===== config.mk =====
export PLATFORM = sky130hd
export DESIGN_NAME = pipelined_cla_adder
export DESIGN_NICKNAME = d
export VERILOG_FILES = /design/src/rtl/pipelined_cla_adder.sv
export SDC_FILE = /design/constraint.sdc
export NUM_CORES = 1
export LEC_CHECK = 0
export BUFFER_PORTS_ARGS = -buffer_cell sky130_fd_sc_hd__buf_2
export CAP_MARGIN = 30
export CORE_ASPECT_RATIO = 0.5
export CORE_MARGIN = 1
export CORE_UTILIZATION = 40
export CTS_CLUSTER_DIAMETER = 150
export DETAILED_ROUTE_END_ITERATION = 10
export PLACE_DENSITY_LB_ADDON = 0.3
export SKIP_LAST_GASP = 1
export SLEW_MARGIN = 40
export SYNTH_ARGS = -nofsm -noshare
export SYNTH_HDL_FRONTEND = slang
export SYNTH_SLANG_ARGS = --single-unit

===== constraint.sdc =====
create_clock -name clock -period 2.7 [get_ports clock]
set_input_delay 0.405 -clock clock [delete_from_list [all_inputs] [get_ports clock]]
set_output_delay 0.405 -clock clock [all_outputs]
set_load 0.1 [all_outputs]

===== src/rtl/pipelined_cla_adder.sv =====
// pipelined_cla_adder: WIDTH-bit add/subtract split into WIDTH/BLOCK pipeline
// stages. Each stage resolves one BLOCK-bit group with carry-lookahead, using
// the carry registered by the stage before it. The pipeline uses a
// valid/ready handshake and the whole pipeline freezes while the output is
// stalled.
module pipelined_cla_adder #(
  parameter int WIDTH = 32,
  parameter int BLOCK = 8
) (
  input  logic             clock,
  input  logic             reset_n,
  input  logic             in_valid,
  output logic             in_ready,
  input  logic [WIDTH-1:0] in_x,
  input  logic [WIDTH-1:0] in_y,
  input  logic             in_sub,
  input  logic             in_cin,
  output logic             out_valid,
  input  logic             out_ready,
  output logic [WIDTH-1:0] out_sum,
  output logic             out_cout,
  output logic             out_ovf
);

  localparam int NSTAGES = WIDTH / BLOCK;

  // Refuse to elaborate when the width cannot be split evenly into groups.
  if (BLOCK < 1 || WIDTH < BLOCK || (WIDTH % BLOCK) != 0) begin : g_bad_params
    $error("pipelined_cla_adder: WIDTH must be a positive multiple of BLOCK");
  end

  logic             stall;
  logic [WIDTH-1:0] y_eff;

  // Subtraction is A + ~B + 1, so the operand is inverted and the carry-in flipped.
  assign y_eff = in_sub ? ~in_y : in_y;

  for (genvar k = 0; k < NSTAGES; k++) begin : g_stage
    // Operand bits still waiting to be summed when they reach this stage.
    localparam int REM = WIDTH - k * BLOCK;

    logic             v_in;
    logic             c_in;
    logic             top_in;
    logic [REM-1:0]   a_in;
    logic [REM-1:0]   b_in;
    logic [WIDTH-1:0] sum_in;

    logic [BLOCK-1:0] gen;
    logic [BLOCK-1:0] prop;
    logic [BLOCK:0]   cy;
    logic [BLOCK-1:0] blk_sum;
    logic [WIDTH-1:0] sum_next;
    logic             top_next;

    logic             v_q;
    logic             c_q;
    logic             top_q;
    logic [WIDTH-1:0] sum_q;

    if (k == 0) begin : g_src
      assign v_in   = in_valid;
      assign a_in   = in_x;
      assign b_in   = y_eff;
      assign c_in   = in_cin ^ in_sub;
      assign sum_in = '0;
      assign top_in = 1'b0;
    end else begin : g_src
      assign v_in   = g_stage[k-1].v_q;
      assign a_in   = g_stage[k-1].g_ops.a_q;
      assign b_in   = g_stage[k-1].g_ops.b_q;
      assign c_in   = g_stage[k-1].c_q;
      assign sum_in = g_stage[k-1].sum_q;
      assign top_in = g_stage[k-1].top_q;
    end

    // Group lookahead: every carry is a flat sum of products of g/p terms and the group carry-in.
    always_comb begin : p_cla
      logic acc;
      logic run;
      acc  = 1'b0;
      run  = 1'b0;
      gen  = a_in[BLOCK-1:0] & b_in[BLOCK-1:0];
      prop = a_in[BLOCK-1:0] ^ b_in[BLOCK-1:0];
      cy   = '0;
      cy[0] = c_in;
      for (int i = 0; i < BLOCK; i++) begin
        acc = gen[i];
        run = prop[i];
        for (int j = i - 1; j >= 0; j--) begin
          acc = acc | (run & gen[j]);
          run = run & prop[j];
        end
        cy[i+1] = acc | (run & c_in);
      end
      blk_sum  = prop ^ cy[BLOCK-1:0];
      sum_next = sum_in | (WIDTH'(blk_sum) << (k * BLOCK));
      top_next = (k == NSTAGES - 1) ? cy[BLOCK-1] : top_in;
    end

    // Stage register: advances only when the output is not stalled.
    always_ff @(posedge clock or negedge reset_n) begin
      if (!reset_n) begin
        v_q   <= 1'b0;
        c_q   <= 1'b0;
        top_q <= 1'b0;
        sum_q <= '0;
      end else if (!stall) begin
        v_q   <= v_in;
        c_q   <= cy[BLOCK];
        top_q <= top_next;
        sum_q <= sum_next;
      end
    end

    if (k < NSTAGES - 1) begin : g_ops
      logic [REM-BLOCK-1:0] a_q;
      logic [REM-BLOCK-1:0] b_q;

      // Carry the untouched high operand bits forward to the next group.
      always_ff @(posedge clock or negedge reset_n) begin
        if (!reset_n) begin
          a_q <= '0;
          b_q <= '0;
        end else if (!stall) begin
          a_q <= a_in[REM-1:BLOCK];
          b_q <= b_in[REM-1:BLOCK];
        end
      end
    end
  end

  assign out_valid = g_stage[NSTAGES-1].v_q;
  assign out_sum   = g_stage[NSTAGES-1].sum_q;
  assign out_cout  = g_stage[NSTAGES-1].c_q;
  assign out_ovf   = g_stage[NSTAGES-1].top_q ^ g_stage[NSTAGES-1].c_q;

  assign stall    = out_valid && !out_ready;
  assign in_ready = !stall;

endmodule


==> results of run 1 <==
-- layout make-up --
cell class | instances | area share (%)
clock buffer | 23 | 5.10
clock inverter | 8 | 1.34
inverter | 8 | 0.333
multi-input combinational | 670 | 35.7
sequential | 185 | 47.4
tap | 266 | 3.41
timing repair buffer | 116 | 6.72
-- sequential cells by signal, indices dropped and copies added (netlist names) --
| register | count |
|---|---|
| out_sum | 32 |
| g_stage.sum_q | 48 |
| g_stage.top_q | 1 |
| g_stage.c_q | 3 |
| out_cout | 1 |
| out_valid | 1 |
| g_stage.g_ops.b_q | 48 |
| g_stage.v_q | 3 |
| g_stage.g_ops.a_q | 48 |
-- what timing repair did --
| action | 4_1_cts | 5_1_grt |
|---|---|---|
| gates resized for setup | 0 | 0 |
| hold buffers | 1 | 0 |
| hold endpoints to repair | 56 | 0 |
-- power by group --
| part | internal, mW | total [mW] | leakage [nW] | switching, mW |
|---|---|---|---|---|
| sequential | 4.02 | 4.76 | 2.22 | 0.738 |
| clock | 1.59 | 2.64 | 0.302 | 1.06 |
| combinational | 1.73 | 6.05 | 2.48 | 4.32 |
-- path summary, 6_finish.rpt --
path	slack, ns	to	start	cells past startpoint
setup / recovery	0.65	out_sum[31]	g_stage[2].g_ops.a_q[0]	6
hold / removal	0.17	g_stage[0].g_ops.a_q[12]	in_x[20]	3
setup reg to reg	0.65	out_sum[31]	g_stage[2].g_ops.a_q[0]	6
hold reg to reg	0.46	out_sum[20]	out_sum[20]	2
max in group asynchronous	1.43	g_stage[0].g_ops.a_q[19]	reset_n	3
min in group asynchronous	0.50	g_stage[0].g_ops.b_q[9]	reset_n	2
-- metrics by stage --
step | utilization [%] | area (um^2) | power [mW] | cells
final | 49.1 | 9770 | 13.5 | 1276
after global routing | 49.1 | 9770 | 14.4 | 1276
after CTS | 49.1 | 9770 | 13.6 | 1276
after detailed placement | 45.9 | 9130 | 10.9 | 1244
after global placement | 45.9 | 9130 | 10.8 | 1244
after floorplan | - | 8330 | 9.55 | 908
-- placed cells by master (no fill, tap or decap), types with 7 or more instances in the layout --
cell       count
a21o_1         9
a21oi_1       24
buf_2        104
buf_4          7
clkbuf_16     17
dfrtp_1      185
ha_1          34
inv_1          7
nand2_1      423
nor2_1        27
o21a_1         7
o21ai_0       32
o21ai_1        7
xnor2_1       34
xor2_1        19
-- tightest hold or removal path, stage by stage --
cell and delay, ns:
buf_2 0.08, nand2_1 0.04, nand2_1 0.05
-- cells by family (layout without fill, tap and decap cells) --
logic type | Yosys count | after routing | synth area share, %
DFF | 185 | 185 | 55.6
and+or+nand+nor | 469 | 469 | 21.8
adders and majority gates | 38 | 38 | 6.08
xor gates and xnor gates | 55 | 55 | 5.88
buffers and inverters | 53 | 155 | 2.59
AOI/OAI and AO/OA | 108 | 108 | 8.06
-- layer usage --
layer | global-route usage (%) | up-vias | wire, um
met5 | 0 | - | 0
met4 | 4.31 | 0 | 176
met3 | 4.07 | 11 | 536
met2 | 26.6 | 72 | 7780
met1 | 25.0 | 2920 | 8780
li1 | - | 3079 | -
==> summary.txt, run 1 <==
Outcome
  • Outcome: complete, no violations

Finish
  • Reg area: 0.00463 mm^2
  • Filler Cell Count: 1950
  • Nets: 1106
  • Multi-input gate area: 0.00349 mm^2
  • Layout area overhead: 17.4%
  • Layout cells sized above 1: 15.2%
  • Diodes inserted: 0

Synthesis
  • Post-Syn Instances: 908
  • Top-count cell post-synth: nand2_1
  • Post-synth top area cell: dfrtp_1
  • Post-synthesis sequential element count: 185
  • Synthesized cell area: 0.00832 mm^2
  • Post-synth cell types: 42
  • Asr flop ratio synth: 100%
  • Post-synth EDFFs: 0
  • Post-synth top cells: nand2_1, dfrtp_1, ha_1, xnor2_1
  • Post-Syn Nets: 1016
  • Sequential-to-total area share from yosys stat: 55.6%
  • Yosys top cell area share: 55.6%
  • Synth Flop Type: dfrtp_1
  • Synth Area per Inst: 9.16 um^2
  • Synth area leaders: dfrtp_1, nand2_1, ha_1, xnor2_1, xor2_1
  • YS warnings: 0

Global routing
  • Number of antenna violations at the first check in global routing: 0
  • First-pass GRT wire length: 29.8 mm
  • Vias in the first global route: 6079
  • Grt ovf: 0
  • GRT Util Overall: 17.4%
  • Largest net degree at the start of global routing: 115

Worst hold path
  • Worst Hold Class: in2reg

Timing
  • Fin. max-slew vios: 0
  • Worst Setup Slack, final: 0.651 ns
  • Final setup fails: 0
  • Slew HR: 49.4%
  • Actual slew at the worst max-slew pin: 0.759 ns
  • RSZ-0062 raised after global routing: false
  • Final Hold Viols: 0
  • Tmin final: 2.05 ns
  • Final period util: 75.9%
  • WHS: 0.167 ns
  • Max Clk Rate: 488 MHz
  • Sum Neg Setup Slack: 0 ns
  • Clock Skew: 0.0119 ns

Die
  • Top Ports: 106
  • Core area: 0.0199 mm^2
  • Die Area: 0.0214 mm^2
  • Initial core utilization: 41.8%
  • Chip Width: 206 um
  • Die height: 104 um
  • Row cnt: 36

Detailed routing
  • First-iteration detailed-routing DRC count: 394
  • Routed len/inst: 13.5 um
  • Routed Antenna Nets: 0
  • Via count: 6082
  • Total Wirelength: 17.3 mm
  • DRC Markers: 0
  • Vias per std cell: 4.77
  • DR pass1 iterations: 4

Critical path
  • Critical path class: reg2reg
  • Worst Path Max Fanout: 3
  • CP cell instances: ha_1 -> a211oi_1 -> o21ai_1 -> a41oi_1 -> xor2_1 -> a21oi_1
  • Worst Setup End Kind: register
  • Crit path max-delay family: compound AO/OA/AOI/OAI gates
  • Buf/Inv on CP: 0
  • CP Launch Type: register
  • Data arrival time of the critical path: 2.34 ns
  • Worst EP required: 2.99 ns
  • CP peak stage delay: 0.42 ns
  • CP max stage cell: dfrtp_1

Placement
  • Setup WS pre-CTS: 0.322 ns
  • Hpwl dp: 11.9 mm
  • Routability cong.: 0.824
  • PortBufs: 105

Clock network
  • H-tree Lvls: 4
  • CTS tree: built
  • Skew-Pair Late Insertion Delay: 0.43 ns
  • Total clock sinks: 185
  • CTS root buf: clkbuf_16
  • Clk pin slew, worst setup/hold paths: 0.07 ns
  • Clk buf depth: 2
  • CTS Buf Count: 17
  • # Post-CTS Setup Buffers: 0

Power
  • Power Density: 1380 mW/mm^2
  • Worst-case vdd ir drop: 0.000923 V
  • Leakage Power: 5.00 nW

Job
  • Max-cap violations: 0
Note: power is estimated with default switching activity, not from simulation.
==> run 2, diff against run 1 <==
- clock period: 2.7 -> 1.8 ns (I/O delays scaled with it)
==> run 2 against run 1 <==
Setup slack lost 0.62 ns. Clock skew shrank 0.0013 ns. Routed wire length up 6.3%. Sequential power is 51% higher. Maximum frequency is 16% higher. Final area grew 4.7%. Critical path depth did not move. Critical endpoint is now g_stage[2].sum_q[23]. Largest cell class unchanged. Largest power group unchanged.
==> summary.txt, run 2 (synthesized netlist as in run 1, its figures left out) <==
Detailed routing
  • DR pass1 iterations: 4 (unchanged)
  • Routed Antenna Nets: 0 (unchanged)
  • Routed len/inst: 14.0 um (+3.5%)
  • DRC Markers: 0 (unchanged)
  • Vias per std cell: 4.86 (+2.0%)
  • Via count: 6372 (+4.8%)
  • Total Wirelength: 18.4 mm (+6.3%)
  • First-iteration detailed-routing DRC count: 399 (+1.3%)

Placement
  • Routability cong.: 0.808 (-2.0%)
  • Setup WS pre-CTS: -0.150 ns (-0.473 ns)
  • PortBufs: 105 (unchanged)
  • Hpwl dp: 12.9 mm (+8.3%)
  • Dpl cells: 1276 (+2.6%)

Finish
  • Layout cells sized above 1: 20.4% (+5.1 points)
  • Layout area overhead: 22.9%
  • Commonest non-fill, non-tap cells in the layout: nand2_1, dfrtp_1, buf_2
  • Fin cells: 1311 (+2.7%)
  • Leading cell type in the layout, fill and taps excluded: nand2_1
  • Nets: 1140 (+3.1%)
  • Largest regs: g_stage.g_ops.a_q (48), g_stage.g_ops.b_q (48), g_stage.sum_q (48)
  • Diodes inserted: 0 (unchanged)
  • Filler Cell Count: 1845 (-5.4%)

Global routing
  • Largest net degree at the start of global routing: 78 (-32%)
  • GRT Util Overall: 18.4% (+0.96 points)
  • First-pass GRT wire length: 31.6 mm (+6.3%)
  • Met1 global-route usage: 24.8% (-0.20 points)
  • Met2 GRT Util: 30.5% (+3.9 points)
  • M3 GR Usage: 3.48% (-0.60 points)
  • Vias in the first global route: 6583 (+8.3%)
  • Grt ovf: 0 (unchanged)
  • Number of antenna violations at the first check in global routing: 0 (unchanged)
  • Top Usage Layer GRT: met2

Clock network
  • CTS tree: built
  • H-tree Lvls: 4 (unchanged)
  • CTS Buf Count: 17 (unchanged)
  • Skew-Pair Late Insertion Delay: 0.43 ns (about the same)
  • Total clock sinks: 185 (unchanged)
  • CTS root buf: clkbuf_16
  • Clk pin slew, worst setup/hold paths: 0.08 ns (about the same)
  • Clk buf depth: 2 (unchanged)

Critical path
  • Worst Setup End Kind: register
  • Data arrival time of the critical path: 2.11 ns (-0.23 ns)
  • CP Launch Type: register
  • Worst Path Max Fanout: 4 (+1)
  • CP startpoint: g_stage[1].g_ops.a_q[0]
  • Critical path class: reg2reg
  • Worst EP required: 2.14 ns (-0.85 ns)
  • Worst r2r src: g_stage[1].g_ops.a_q[0]

Die
  • Die Area: 0.0214 mm^2 (unchanged)
  • Core area: 0.0199 mm^2 (unchanged)
  • Initial core utilization: 41.8% (unchanged)
  • Chip Width: 206 um (unchanged)
  • Row cnt: 36 (unchanged)
  • Die height: 104 um (unchanged)
  • Top Ports: 106 (unchanged)

Timing
  • RSZ-0062 raised after global routing: true
  • Worst Setup Slack, final: 0.0335 ns (-0.617 ns)
  • Sum Neg Setup Slack: 0 ns (unchanged)
  • Slew HR: 65.5% (+16 points)
  • Final Hold Viols: 0 (unchanged)
  • Final setup fails: 0 (unchanged)
  • Actual slew at the worst max-slew pin: 0.522 ns (-0.238 ns)
  • Final period util: 98.1% (+22 points)
  • Tmin final: 1.77 ns (-0.283 ns)
  • Clock Skew: 0.0107 ns (-0.00128 ns)
  • Max Clk Rate: 566 MHz (+16%)
  • Fin. max-slew vios: 0 (unchanged)
  • WHS: 0.0325 ns (-0.134 ns)

Power
  • Power Density: 2080 mW/mm^2 (+51%)
  • Worst-case vdd ir drop: 0.00103 V (+12%)
  • Leakage Power: 5.20 nW (+3.9%)

Outcome
  • Outcome: complete, no violations

Worst hold path
  • Worst Hold Class: in2reg
  • Hold_sp: in_x[9]

Job
  • Max-cap violations: 0 (unchanged)
[run 2: metrics by stage]
stage	cell area, um^2	utilization, %	power, mW
after detailed placement	9440	47.4	16.9
after CTS	10100	50.7	21.0
after global routing	10200	51.4	22.8
after global placement	9440	47.4	16.6
final	10200	51.4	21.2
after floorplan	8370	-	14.4
[run 2: final cells by class]
type                       count  area [um^2]  share of cell area [%]
sequential                   185         4630                    45.3
multi-input combinational    670         3660                    35.8
timing repair buffer         150          958                    9.37
clock buffer                  19          433                    4.23
tap                          266          333                    3.25
clock inverter                13          181                    1.77
inverter                       8         32.5                   0.318
[run 2: what timing repair did]
| item | CTS | global route |
|---|---|---|
| endpoints found under the setup margin | 9 | 13 |
| buffers inserted | 0 | 2 |
| gates resized for setup | 6 | 19 |
| pin swaps | 3 | 16 |
| hold buffers | 1 | 0 |
| endpoints found under the hold margin | 45 | 0 |
[run 2: path summary, 6_finish.rpt]
path | end | slack, ns | cells after the start
max | g_stage[2].sum_q[23] | 0.03 | 6
min | g_stage[0].g_ops.a_q[1] | 0.03 | 3
max reg2reg | g_stage[2].sum_q[23] | 0.03 | 6
min reg2reg | g_stage[2].v_q | 0.46 | 2
max in group asynchronous | g_stage[1].g_ops.b_q[15] | 0.81 | 3
min in group asynchronous | g_stage[0].g_ops.b_q[4] | 0.37 | 2
[run 2: worst max-delay path, cell delays in order, from the launching register on]
cell and delay [ns]:
dfrtp_1 0.42, ha_4 0.25, a211o_1 0.34, a21oi_4 0.18, a211oi_2 0.10, o21a_1 0.19
o31ai_2 0.20
[run 2: where the power goes]
part / switching, mW / total [mW] / internal, mW
Sequential: 1.14 / 7.18 / 6.03
Clock: 1.68 / 3.92 / 2.23
Combinational: 6.92 / 10.1 / 3.23
[run 2: layer usage]
| layer | vias up | wire length, um |
|---|---|---|
| li1 | 3155 | - |
| met1 | 3125 | 8850 |
| met2 | 79 | 8840 |
| met3 | 13 | 504 |
| met4 | 0 | 169 |
| met5 | - | 0 |
